File: src/rtl/lut_layer_pkg.sv
// Shared definitions for the LUT-neuron layer sequencer.
// Holds the layer geometry, the controller state encoding and the helper that
// packs a neuron index and its gathered fan-in bits into a table address.
package lut_layer_pkg;

    localparam int N_NEURONS = 8;
    localparam int N_INPUTS  = 16;
    localparam int FANIN     = 3;
    localparam int IN_BITS   = 2;
    localparam int OUT_BITS  = 2;

    localparam int AW = FANIN * IN_BITS;              // per-neuron LUT address width
    localparam int NW = $clog2(N_NEURONS);            // neuron index width
    localparam int IW = $clog2(N_INPUTS);             // feature index width
    localparam int CW = $clog2(N_NEURONS * FANIN);    // connectivity address width
    localparam int TW = NW + AW;                      // shared table address width

    typedef enum logic [1:0] {
        IDLE  = 2'd0,
        RUN   = 2'd1,
        DRAIN = 2'd2,
        DONE  = 2'd3
    } state_e;

    // Each neuron owns a contiguous 2^AW slice of the shared table.
    function automatic logic [TW-1:0] pack_addr(input logic [NW-1:0] neuron,
                                                input logic [AW-1:0] gathered);
        return {neuron, gathered};
    endfunction

endpackage

File: src/rtl/lut_layer_sequencer_if.sv
// Data and configuration bus of the LUT-neuron layer sequencer.
//   in_valid/in_ready/in_data      : input feature vector handshake
//   out_valid/out_ready/out_data   : result vector handshake
//   tt_we/tt_addr/tt_wdata         : truth-table write port {neuron, lut address}
//   conn_we/conn_addr/conn_wdata   : connectivity write port (neuron*FANIN + slot)
// master drives vectors and configuration, slave is the sequencer.
interface lut_layer_sequencer_if;
    import lut_layer_pkg::*;

    logic                          in_valid;
    logic                          in_ready;
    logic [N_INPUTS*IN_BITS-1:0]   in_data;
    logic                          out_valid;
    logic                          out_ready;
    logic [N_NEURONS*OUT_BITS-1:0] out_data;
    logic                          tt_we;
    logic [TW-1:0]                 tt_addr;
    logic [OUT_BITS-1:0]           tt_wdata;
    logic                          conn_we;
    logic [CW-1:0]                 conn_addr;
    logic [IW-1:0]                 conn_wdata;

    modport master (
        output in_valid, in_data, out_ready,
        output tt_we, tt_addr, tt_wdata, conn_we, conn_addr, conn_wdata,
        input  in_ready, out_valid, out_data
    );

    modport slave (
        input  in_valid, in_data, out_ready,
        input  tt_we, tt_addr, tt_wdata, conn_we, conn_addr, conn_wdata,
        output in_ready, out_valid, out_data
    );

endinterface

File: src/rtl/lut_table_ram.sv
// Shared truth-table memory for all neurons of the layer.
// Single write port, registered (synchronous) read, depth N_NEURONS*2^AW,
// width OUT_BITS, written in a style that maps to distributed RAM.
//   clk     : clock
//   we_i    : write strobe
//   waddr_i : write address {neuron, lut address}
//   wdata_i : write data
//   raddr_i : read address, data appears on rdata_o after the next edge
//   rdata_o : registered read data
module lut_table_ram
    import lut_layer_pkg::*;
(
    input  logic                clk,
    input  logic                we_i,
    input  logic [TW-1:0]       waddr_i,
    input  logic [OUT_BITS-1:0] wdata_i,
    input  logic [TW-1:0]       raddr_i,
    output logic [OUT_BITS-1:0] rdata_o
);

    logic [OUT_BITS-1:0] mem_q [N_NEURONS * (1 << AW)];
    logic [OUT_BITS-1:0] rdata_q;

    // NOTE: the array has no reset branch; a reset loop over every word would
    // stop it mapping onto RAM primitives, so contents are undefined until loaded.
    always_ff @(posedge clk) begin
        if (we_i) begin
            mem_q[waddr_i] <= wdata_i;
        end
        rdata_q <= mem_q[raddr_i];
    end

    assign rdata_o = rdata_q;

endmodule

File: src/rtl/lut_layer_sequencer.sv
// Time-multiplexed evaluator for one LUT-neuron layer.
// Latches a feature vector, then evaluates one neuron per cycle: the neuron's
// fan-in features are gathered through the connectivity table, looked up in
// the shared truth table, and the result lands in that neuron's output slot.
//   clk, rst  : clock, asynchronous active-high reset
//   bus       : vector handshakes and configuration ports (slave side)
//   busy_o    : high whenever the controller is not IDLE
//   cfg_err_o : one-cycle pulse after a configuration write was dropped
module lut_layer_sequencer
    import lut_layer_pkg::*;
(
    input  logic                 clk,
    input  logic                 rst,
    lut_layer_sequencer_if.slave bus,
    output logic                 busy_o,
    output logic                 cfg_err_o
);

    state_e                        state_q, state_d;
    logic [NW-1:0]                 n_q, n_d;
    logic [IN_BITS-1:0]            feat_q [N_INPUTS];
    logic [IW-1:0]                 conn_q [N_NEURONS*FANIN];
    logic [N_NEURONS*OUT_BITS-1:0] out_q;
    logic                          cap_v_q;   // a read was issued last cycle
    logic [NW-1:0]                 cap_n_q;   // neuron that read belongs to
    logic                          cfg_err_q;
    logic [AW-1:0]                 gathered;
    logic [OUT_BITS-1:0]           rd_data;
    logic                          idle;

    assign idle = (state_q == IDLE);

    // NOTE: every signal written here gets a default first, so no path through
    // the case leaves a variable unassigned and no latch is inferred.
    always_comb begin
        state_d = state_q;
        n_d     = n_q;
        unique case (state_q)
            IDLE: begin
                if (bus.in_valid) begin
                    state_d = RUN;
                    n_d     = '0;
                end
            end
            RUN: begin
                n_d = n_q + 1'b1;
                if (n_q == NW'(N_NEURONS - 1)) begin
                    state_d = DRAIN;
                end
            end
            DRAIN:   state_d = DONE;
            DONE:    if (bus.out_ready) state_d = IDLE;
            default: state_d = IDLE;
        endcase
    end

    // Gather mux: slot j of neuron n_q reads the feature named by its
    // connectivity entry; an out-of-range index falls back to feature 0.
    always_comb begin
        logic [IW-1:0] fidx;
        gathered = '0;
        fidx     = '0;
        for (int j = 0; j < FANIN; j++) begin
            fidx = conn_q[CW'(int'(n_q) * FANIN + j)];
            if (int'(fidx) < N_INPUTS) begin
                gathered[j*IN_BITS +: IN_BITS] = feat_q[fidx];
            end else begin
                gathered[j*IN_BITS +: IN_BITS] = feat_q[0];
            end
        end
    end

    lut_table_ram u_table (
        .clk     (clk),
        .we_i    (bus.tt_we && idle),
        .waddr_i (bus.tt_addr),
        .wdata_i (bus.tt_wdata),
        .raddr_i (pack_addr(n_q, gathered)),
        .rdata_o (rd_data)
    );

    // NOTE: state registers use non-blocking assignments so every flop samples
    // the pre-edge values regardless of statement order.
    always_ff @(posedge clk or posedge rst) begin
        if (rst) begin
            state_q   <= IDLE;
            n_q       <= '0;
            cap_v_q   <= 1'b0;
            cap_n_q   <= '0;
            out_q     <= '0;
            cfg_err_q <= 1'b0;
        end else begin
            state_q   <= state_d;
            n_q       <= n_d;
            cap_v_q   <= (state_q == RUN);
            cap_n_q   <= n_q;
            cfg_err_q <= !idle && (bus.tt_we || bus.conn_we);
            // The last neuron's result is captured during DRAIN.
            if (cap_v_q) begin
                out_q[int'(cap_n_q)*OUT_BITS +: OUT_BITS] <= rd_data;
            end
        end
    end

    // Input vector register and connectivity register file; both only change
    // while IDLE, so they are stable for the whole evaluation.
    always_ff @(posedge clk or posedge rst) begin
        if (rst) begin
            for (int f = 0; f < N_INPUTS; f++) feat_q[f] <= '0;
            for (int c = 0; c < N_NEURONS*FANIN; c++) conn_q[c] <= '0;
        end else if (idle) begin
            if (bus.in_valid) begin
                for (int f = 0; f < N_INPUTS; f++) begin
                    feat_q[f] <= bus.in_data[f*IN_BITS +: IN_BITS];
                end
            end
            if (bus.conn_we && int'(bus.conn_addr) < N_NEURONS*FANIN) begin
                conn_q[bus.conn_addr] <= bus.conn_wdata;
            end
        end
    end

    assign bus.in_ready  = idle;
    assign bus.out_valid = (state_q == DONE);
    assign bus.out_data  = out_q;
    assign busy_o        = !idle;
    assign cfg_err_o     = cfg_err_q;

endmodule

File: src/flat_wrapper.sv
// flat-port wrapper written by rule: the top's interface ports become plain ports
module lut_layer_sequencer_flat import lut_layer_pkg::*;
  (clk, rst, busy_o, cfg_err_o, bus_in_valid, bus_in_data, bus_out_ready, bus_tt_we, bus_tt_addr, bus_tt_wdata, bus_conn_we, bus_conn_addr, bus_conn_wdata, bus_in_ready, bus_out_valid, bus_out_data);
  lut_layer_sequencer_if bus_i ();
  input  logic clk;
  input  logic rst;
  output logic busy_o;
  output logic cfg_err_o;
  input wire logic [$bits(bus_i.in_valid)-1:0] bus_in_valid;
  input wire logic [$bits(bus_i.in_data)-1:0] bus_in_data;
  input wire logic [$bits(bus_i.out_ready)-1:0] bus_out_ready;
  input wire logic [$bits(bus_i.tt_we)-1:0] bus_tt_we;
  input wire logic [$bits(bus_i.tt_addr)-1:0] bus_tt_addr;
  input wire logic [$bits(bus_i.tt_wdata)-1:0] bus_tt_wdata;
  input wire logic [$bits(bus_i.conn_we)-1:0] bus_conn_we;
  input wire logic [$bits(bus_i.conn_addr)-1:0] bus_conn_addr;
  input wire logic [$bits(bus_i.conn_wdata)-1:0] bus_conn_wdata;
  output wire logic [$bits(bus_i.in_ready)-1:0] bus_in_ready;
  output wire logic [$bits(bus_i.out_valid)-1:0] bus_out_valid;
  output wire logic [$bits(bus_i.out_data)-1:0] bus_out_data;
  assign bus_i.in_valid = bus_in_valid;
  assign bus_i.in_data = bus_in_data;
  assign bus_i.out_ready = bus_out_ready;
  assign bus_i.tt_we = bus_tt_we;
  assign bus_i.tt_addr = bus_tt_addr;
  assign bus_i.tt_wdata = bus_tt_wdata;
  assign bus_i.conn_we = bus_conn_we;
  assign bus_i.conn_addr = bus_conn_addr;
  assign bus_i.conn_wdata = bus_conn_wdata;
  assign bus_in_ready = bus_i.in_ready;
  assign bus_out_valid = bus_i.out_valid;
  assign bus_out_data = bus_i.out_data;
  lut_layer_sequencer u_core (.clk(clk), .rst(rst), .bus(bus_i), .busy_o(busy_o), .cfg_err_o(cfg_err_o));
endmodule
File: config.mk
export PLATFORM = sky130hd
export DESIGN_NAME = lut_layer_sequencer_flat
export DESIGN_NICKNAME = d
export VERILOG_FILES = /design/src/rtl/lut_layer_pkg.sv /design/src/rtl/lut_layer_sequencer_if.sv /design/src/rtl/lut_table_ram.sv /design/src/rtl/lut_layer_sequencer.sv /design/src/flat_wrapper.sv
export SDC_FILE = /design/constraint.sdc
export NUM_CORES = 2
export LEC_CHECK = 0
export CAP_MARGIN = 0
export CORE_MARGIN = 5
export CORE_UTILIZATION = 57
export DETAILED_ROUTE_END_ITERATION = 12
export PLACE_DENSITY = 0.82
export SYNTH_ARGS = -nofsm -noshare
export SYNTH_HDL_FRONTEND = slang
export SYNTH_HIERARCHICAL = 1
export SYNTH_SLANG_ARGS = --single-unit
File: constraint.sdc
create_clock -name clk -period 5.55 [get_ports clk]
set_input_delay 1.11 -clock clk [delete_from_list [all_inputs] [get_ports clk]]
set_output_delay 1.11 -clock clk [all_outputs]
set_load 0.01 [all_outputs]
After elaboration in Yosys (flattened, before gate mapping) --
Memories as Yosys holds them, arrays and structs flattened. A register that Yosys moved wholly into a read port is not among the register bits. Index checks and enable logic that the tools add are counted.
Storage, ports and cells: bits of input ports 58, memories kept 1, output and inout port bits 20, flip-flop bits (word level) 154, memory bits (writable) 1024, word-level logic and storage cells 119
Operators by class: equal/unequal tests 7, shifts and indexed selects 2, $lt $le $gt $ge 9, add/subtract/negate cells 4, multiplexer cells 30, multiply operators 1, reductions and logical operators 12, bitwise logic cells 7
Memories:
- u_core.u_table.mem_q | depth 512, width 2, read ports 1, clocked after Yosys merged registers in 1, write ports 1, RTL line lut_table_ram.sv:21 | logic [OUT_BITS-1:0] mem_q [N_NEURONS * (1 << AW)];
Operators with widths (count):
- bitwise mux 96 bit | 1
- binary-select mux 4 bit (select 5 bit) | 3
- negation 4 -> 33 bit | 1
- variable shift 2 x 33 -> 16 bit, first input constant | 1
- variable part select 2 x 33 -> 16 bit | 1
- 2-to-1 mux 4 bit | 7
- binary-select mux 2 bit (select 4 bit) | 3
- demux 4 bit (select 5 bit) | 1
- >= comparator 5 x 6 -> 1 bit, second input constant | 3
- 2-to-1 mux 2 bit | 9
- bitwise mux 16 bit | 1
- >= comparator 5 bit, second input constant | 3
- inverter 4 -> 5 bit | 3
- inverter 5 bit | 3
- case mux 2 bit (4 select lines) | 1
- >= comparator 6 bit, second input constant | 1
- < comparator 6 x 1 -> 1 bit, second input constant | 1
- inverter 5 -> 6 bit | 1
- case mux 3 bit (2 select lines) | 1
- AND reduction 2 bit | 3
- adder 5 x 2 -> 5 bit, second input constant | 1
- adder 5 x 3 -> 5 bit, second input constant | 1
- < comparator 5 bit, second input constant | 1
- multiplier 3 x 2 -> 5 bit, second input constant | 1
- 14 further kinds | 20

Logic depth before layout (Yosys ltp) --
word-level depth 10, mapped depth 26, mapped depth without buffers 21

Hierarchy --
The synthesis kept the hierarchy.
By module, submodules not included:
- lut_table_ram | seq. area each 30789.5 um^2, instances 1, area each 42314.3 um^2, cells an instance 2608
- lut_layer_sequencer | seq. area each 3853.7 um^2, instances 1, area each 9659.3 um^2, cells an instance 754

Worst setup path after synthesis --
OpenSTA, ideal clock, no wires.
path type reg-to-reg, start point register u_core.n_q[1], end point register u_core.u_table.rdata_q[1] (netlist: u_core/u_table/rdata_o[1]) (read register of u_core.u_table.mem_q), period minus slack after synthesis 6.029 ns, cell stages (with the launch flop) 25, library setup time 0.134 ns, required time 5.416 ns, buffers on the path 7, slack -0.479 ns, arrival time 5.895 ns, cells stage by stage dfrtp_1 -> ha_1 -> inv_1 -> fa_1 -> buf_2 -> clkinv_1 -> ha_1 -> clkbuf_1 -> mux4_2 -> mux2_2 -> a221o_1 -> buf_2 -> mux2_2 -> o22a_1 -> o211ai_1 -> buf_2 -> buf_2 -> buf_1 -> clkbuf_1 -> o221ai_1 -> a211oi_1 -> a21oi_1 -> nand3_1 -> nor3_1 -> or4_1
On the way: word-level cells in the longest chain between the ends 10, elaborated cells on any way between the ends 27, classes of those cells add/sub: 2; mul: 1; mux: 18; bitwise: 6
RTL lines:
- start: declaration | RTL line lut_layer_sequencer.sv:20 | logic [NW-1:0] n_q, n_d;
- start signal: assignment | RTL line lut_layer_sequencer.sv:94 | n_q <= n_d;
- multiplier 3 x 2 -> 5 bit | RTL line lut_layer_sequencer.sv:64 | fidx = conn_q[CW'(int'(n_q) * FANIN + j)];
- adder 5 x 3 -> 5 bit | RTL line lut_layer_sequencer.sv:64
- inverter 5 bit (implied by the code) | RTL line lut_layer_sequencer.sv:64
- binary-select mux 4 bit (select 5 bit) | RTL line lut_layer_sequencer.sv:64
- 2-to-1 mux 4 bit (implied by the code) (2 in series) | RTL line lut_layer_sequencer.sv:64
- inverter 4 -> 5 bit (implied by the code) | RTL line lut_layer_sequencer.sv:66 | gathered[j*IN_BITS +: IN_BITS] = feat_q[fidx];
- binary-select mux 2 bit (select 4 bit) | RTL line lut_layer_sequencer.sv:66
- 2-to-1 mux 2 bit (implied by the code) (2 in series) | RTL line lut_layer_sequencer.sv:66
- named net u_core.gathered[4] | RTL line lut_layer_sequencer.sv:27 | logic [AW-1:0] gathered;
- end: declaration | RTL line lut_table_ram.sv:22 | logic [OUT_BITS-1:0] rdata_q;
The timed path passes the listed nets, and every way through them passes these cells. The select of a mux whose other input is x is not followed. A chain may end at the register's enable or synchronous reset.

Worst setup path in the final report --
start point register u_core.n_q[0], end point register u_core.u_table.rdata_q[1] (netlist: u_core/u_table/rdata_o[1]) (read register of u_core.u_table.mem_q)
On the way: word-level cells in the longest chain between the ends 10, elaborated cells on any way between the ends 27, classes of those cells add/sub: 2; mul: 1; mux: 18; bitwise: 6
RTL lines (RTL line):
- multiplier 3 x 2 -> 5 bit | lut_layer_sequencer.sv:64
- adder 5 x 2 -> 5 bit | lut_layer_sequencer.sv:64
- inverter 5 bit (implied by the code) | lut_layer_sequencer.sv:64
- binary-select mux 4 bit (select 5 bit) | lut_layer_sequencer.sv:64
- 2-to-1 mux 4 bit (implied by the code) (2 in series) | lut_layer_sequencer.sv:64
- inverter 4 -> 5 bit (implied by the code) | lut_layer_sequencer.sv:66
- binary-select mux 2 bit (select 4 bit) | lut_layer_sequencer.sv:66
- 2-to-1 mux 2 bit (implied by the code) (2 in series) | lut_layer_sequencer.sv:66
- named net u_core.gathered[2] | lut_layer_sequencer.sv:27
The timed path passes the listed nets, and every way through them passes these cells. The select of a mux whose other input is x is not followed.

==> out/qor.yml <==
cts:
  clkLatencyLatePin_ns: 0.73
  clock-sinks: 1180
  cts_buffers: 115
  clock-root-buffer: "clkbuf_16"
  cts_buffer_depth: 3
  cts_hold_buffers: 0
  h-tree-depth: 3
  cts_tree: "done"
  clk_pin_slew_ns: 0.06
status:
  status: "finished, violations left"
  violations: "setup timing"
drt:
  wl_per_cell_um: 27.72
  drcViolationCount: 0
  num_vias: 33050
  drtIter0Drc: 4836
  antenna_left: 0
  totalWireLength_mm: 137.6
  viasPerCell: 6.657
  drt-pass1-iter-count: 6
logic_synthesis:
  syn_area_sq_mm: 0.05197
  syn_area_per_cell_sq_um: 15.46
  synth_top_flop_cell: "edfxtp_1"
  synthArstFlopShare_pct: 13.05
  synth_cell_types: 78
  yosysSeqAreaShare_pct: 66.66
  yosys_warnings: 6
  synth_seq_cells: 1180
  synth_cells: 3362
  synth_edf_count: 1024
  synth_nets: 3436
sta:
  slew_viol_final: 0
  worstMarginPinSlew_ns: 1.067
  fin_crit_sh_pct: 102.6
  setup_viol: 2
  hold_viol: 0
  max_slew_margin_pct: 28.62
  period_needed_ns: 5.693
  finalSetupTns_ns: -0.2521
  worst_slack_ns: -0.1429
  timing.fmax_ghz: 0.1757
  clock_skew_ns: 0.04490
  grt_setup_unrepaired: "yes"
critical_path:
  regToRegSetupSlack_ns: -0.14
  arrival_ns: 6.37
  end_kind: "flop"
  reg2reg_from: "u_core/n_q[0]$_DFFE_PP0P_"
  cp-start-kind: "flop"
  criticalPathCategory: "reg2reg"
  cp_max_fo: 9
  reg2regPathDepth: 24
  required_ns: 6.23
  r2r_end: "u_core/u_table/rdata_o[1]$_DFF_P_"
floorplanning:
  die_w_um: 312.0
  core_area_sq_mm: 0.09029
  num_io_pins: 78
  fp-row-count: 110
  die_area_sq_mm: 0.09732
  initial_core_util_pct: 57.57
  dieHeight_um: 312.0
global_route:
  grt_first_pass_wirelength_mm: 204.2
  overflow: 0
  antenna_found_initial: 1
  grt_pass1_vias: 33570
  grt_max_degree: 173
  grtUsageTotal_pct: 27.48
layout:
  fin_cells: 4964
  layout-drive-gt1-share_pct: 26.95
  area_growth_pct: 17.93
  fin_area_sq_mm: 0.06130
  layout_common_cells: "edfxtp_1 (1024), nor2_1 (569), mux2i_1 (339), buf_4 (273), mux4_2 (185)"
  antenna_cells: 0
  final_common_cell: "edfxtp_1"
  final_nets: 3764
worst_hold_path:
  min-delay-start: "u_core/bus.out_data[13]$_DFFE_PP0P_"
  whs_path_depth: 1
  min_to: "u_core/bus.out_data[13]$_DFFE_PP0P_"
  hold_class: "reg2reg"
run:
  drv_cap: 0
placement:
  place_congestion: 0.9642
  port_buffers: 77
  placedCellCount: 4701
  dpl_cell_area_sq_mm: 0.05609
  dpl.hpwl_mm: 84.68
kinds of logic (layout without fill, tap and decap cells):
| logic type | Yosys count | after routing | synth area share (%) |
|---|---|---|---|
| flip-flops | 1180 | 1180 | 66.66 |
| AND/OR/NAND/NOR | 861 | 861 | 6.945 |
| multiplexers | 699 | 699 | 18.31 |
| AO/OA/AOI/OAI | 343 | 343 | 4.796 |
| buffers and inverters | 256 | 682 | 2.716 |
| adder cells (fa/ha/maj) | 16 | 16 | 0.3996 |
| XOR/XNOR | 7 | 7 | 0.1757 |
worst max-delay path by stage:
stage                                   start  slack, ns  cells after the start                                 to
finish              u_core/n_q[0]$_DFFE_PP0P_      -0.14                     24  u_core/u_table/rdata_o[1]$_DFF_P_
global route        u_core/n_q[0]$_DFFE_PP0P_      -0.28                     24  u_core/u_table/rdata_o[1]$_DFF_P_
CTS                 u_core/n_q[0]$_DFFE_PP0P_      -0.05                     24  u_core/u_table/rdata_o[0]$_DFF_P_
detailed placement  u_core/n_q[0]$_DFFE_PP0P_      -0.29                     21  u_core/u_table/rdata_o[0]$_DFF_P_
global placement    u_core/n_q[0]$_DFFE_PP0P_      -0.26                     21  u_core/u_table/rdata_o[0]$_DFF_P_
floorplan           u_core/n_q[0]$_DFFE_PP0P_     -0.009                     23  u_core/u_table/rdata_o[1]$_DFF_P_
worst max-delay path, stage by stage, from the launching register on:
cell and delay [ns]:
dfrtp_4 0.50, ha_4 0.17, inv_2 0.06, fa_2 0.48
buf_6 0.15, xor2_4 0.20, buf_6 0.13, mux4_2 0.49
or3_1 0.37, o311ai_2 0.09, buf_4 0.19, nand2_2 0.06
a311o_1 0.32, nand4_1 0.17, buf_6 0.17, nand2b_4 0.11
buf_12 0.18, buf_4 0.15, o221ai_4 0.21, nor3_2 0.07
or4_1 0.52, a211oi_2 0.19, nand4_1 0.26, nor3_2 0.27
or4_1 0.14
through the flow:
step	hold slack, ns	worst slack [ns]	utilization [%]
floorplan	0.4580	-0.009345	-
global route	0.5150	-0.2787	67.89
CTS	0.5057	-0.04669	67.33
detailed placement	0.4927	-0.2950	62.12
finish	0.5010	-0.1429	67.89
global placement	0.4889	-0.2622	62.12
cell usage after synthesis (all sizes together), types with 10 or more instances:
| master | count | area share [%] |
|---|---|---|
| and2 | 11 | 0.14 |
| mux2 | 165 | 3.6 |
| o211ai | 11 | 0.16 |
| inv | 17 | 0.12 |
| clkbuf | 111 | 0.81 |
| o22ai | 43 | 0.52 |
| nor3 | 50 | 0.48 |
| a211oi | 17 | 0.25 |
| nand2 | 124 | 0.91 |
| ha | 15 | 0.36 |
| nor4 | 10 | 0.12 |
| mux2i | 349 | 6.7 |
| mux4 | 185 | 8.0 |
| a21oi | 51 | 0.50 |
| nor3b | 10 | 0.14 |
| nor2 | 570 | 4.1 |
| o21ai | 51 | 0.49 |
| dfrtp | 154 | 7.4 |
| nand3 | 25 | 0.24 |
| edfxtp | 1024 | 59 |
| o221ai | 110 | 1.9 |
| buf | 125 | 1.8 |
| nor2b | 13 | 0.16 |
metal layers:
layer  up-vias  routed length (um)  GRT usage (%)  part of all wire, %
met5         -                   7              0               0.0051
met4         2                7445          12.93                  5.4
met3       513               15520          6.513                   11
met2      2277               66170          44.93                   48
met1     16500               48450          35.28                   35
li1      13750                   -              -                    -
state kept, by name, summed over array words and instances (netlist names):
register,count
u_core/u_table/rdata_o,2
u_core/conn_q,96
u_core/feat_q,32
u_core/u_table/mem_q,1024
u_core/state_q,2
u_core/n_q,3
u_core/cap_v_q,1
u_core/cfg_err_o,1
u_core/bus.out_data,16
u_core/cap_n_q,3
cell type report:
| cell class | instances | area (sq um) |
|---|---|---|
| clock buffer | 132 | 2972 |
| clock inverter | 83 | 892.1 |
| fill | 5534 | 28990 |
| inverter | 20 | 92.59 |
| multi-input combinational | 1926 | 16590 |
| sequential | 1180 | 34650 |
| tap | 1176 | 1471 |
| timing repair buffer | 447 | 4623 |
what timing repair did:
| item | 4_1_cts | 5_1_grt |
|---|---|---|
| setup buffers | 22 | 20 |
| cloned | 7 | 2 |
| pin swaps | 25 | 36 |
| gates resized for setup | 93 | 64 |
| setup endpoints to repair | 2 | 2 |
Power is left out: the tool's default activity adds up to more than one toggle a clock period on the data nets, which glitch-free logic cannot reach.
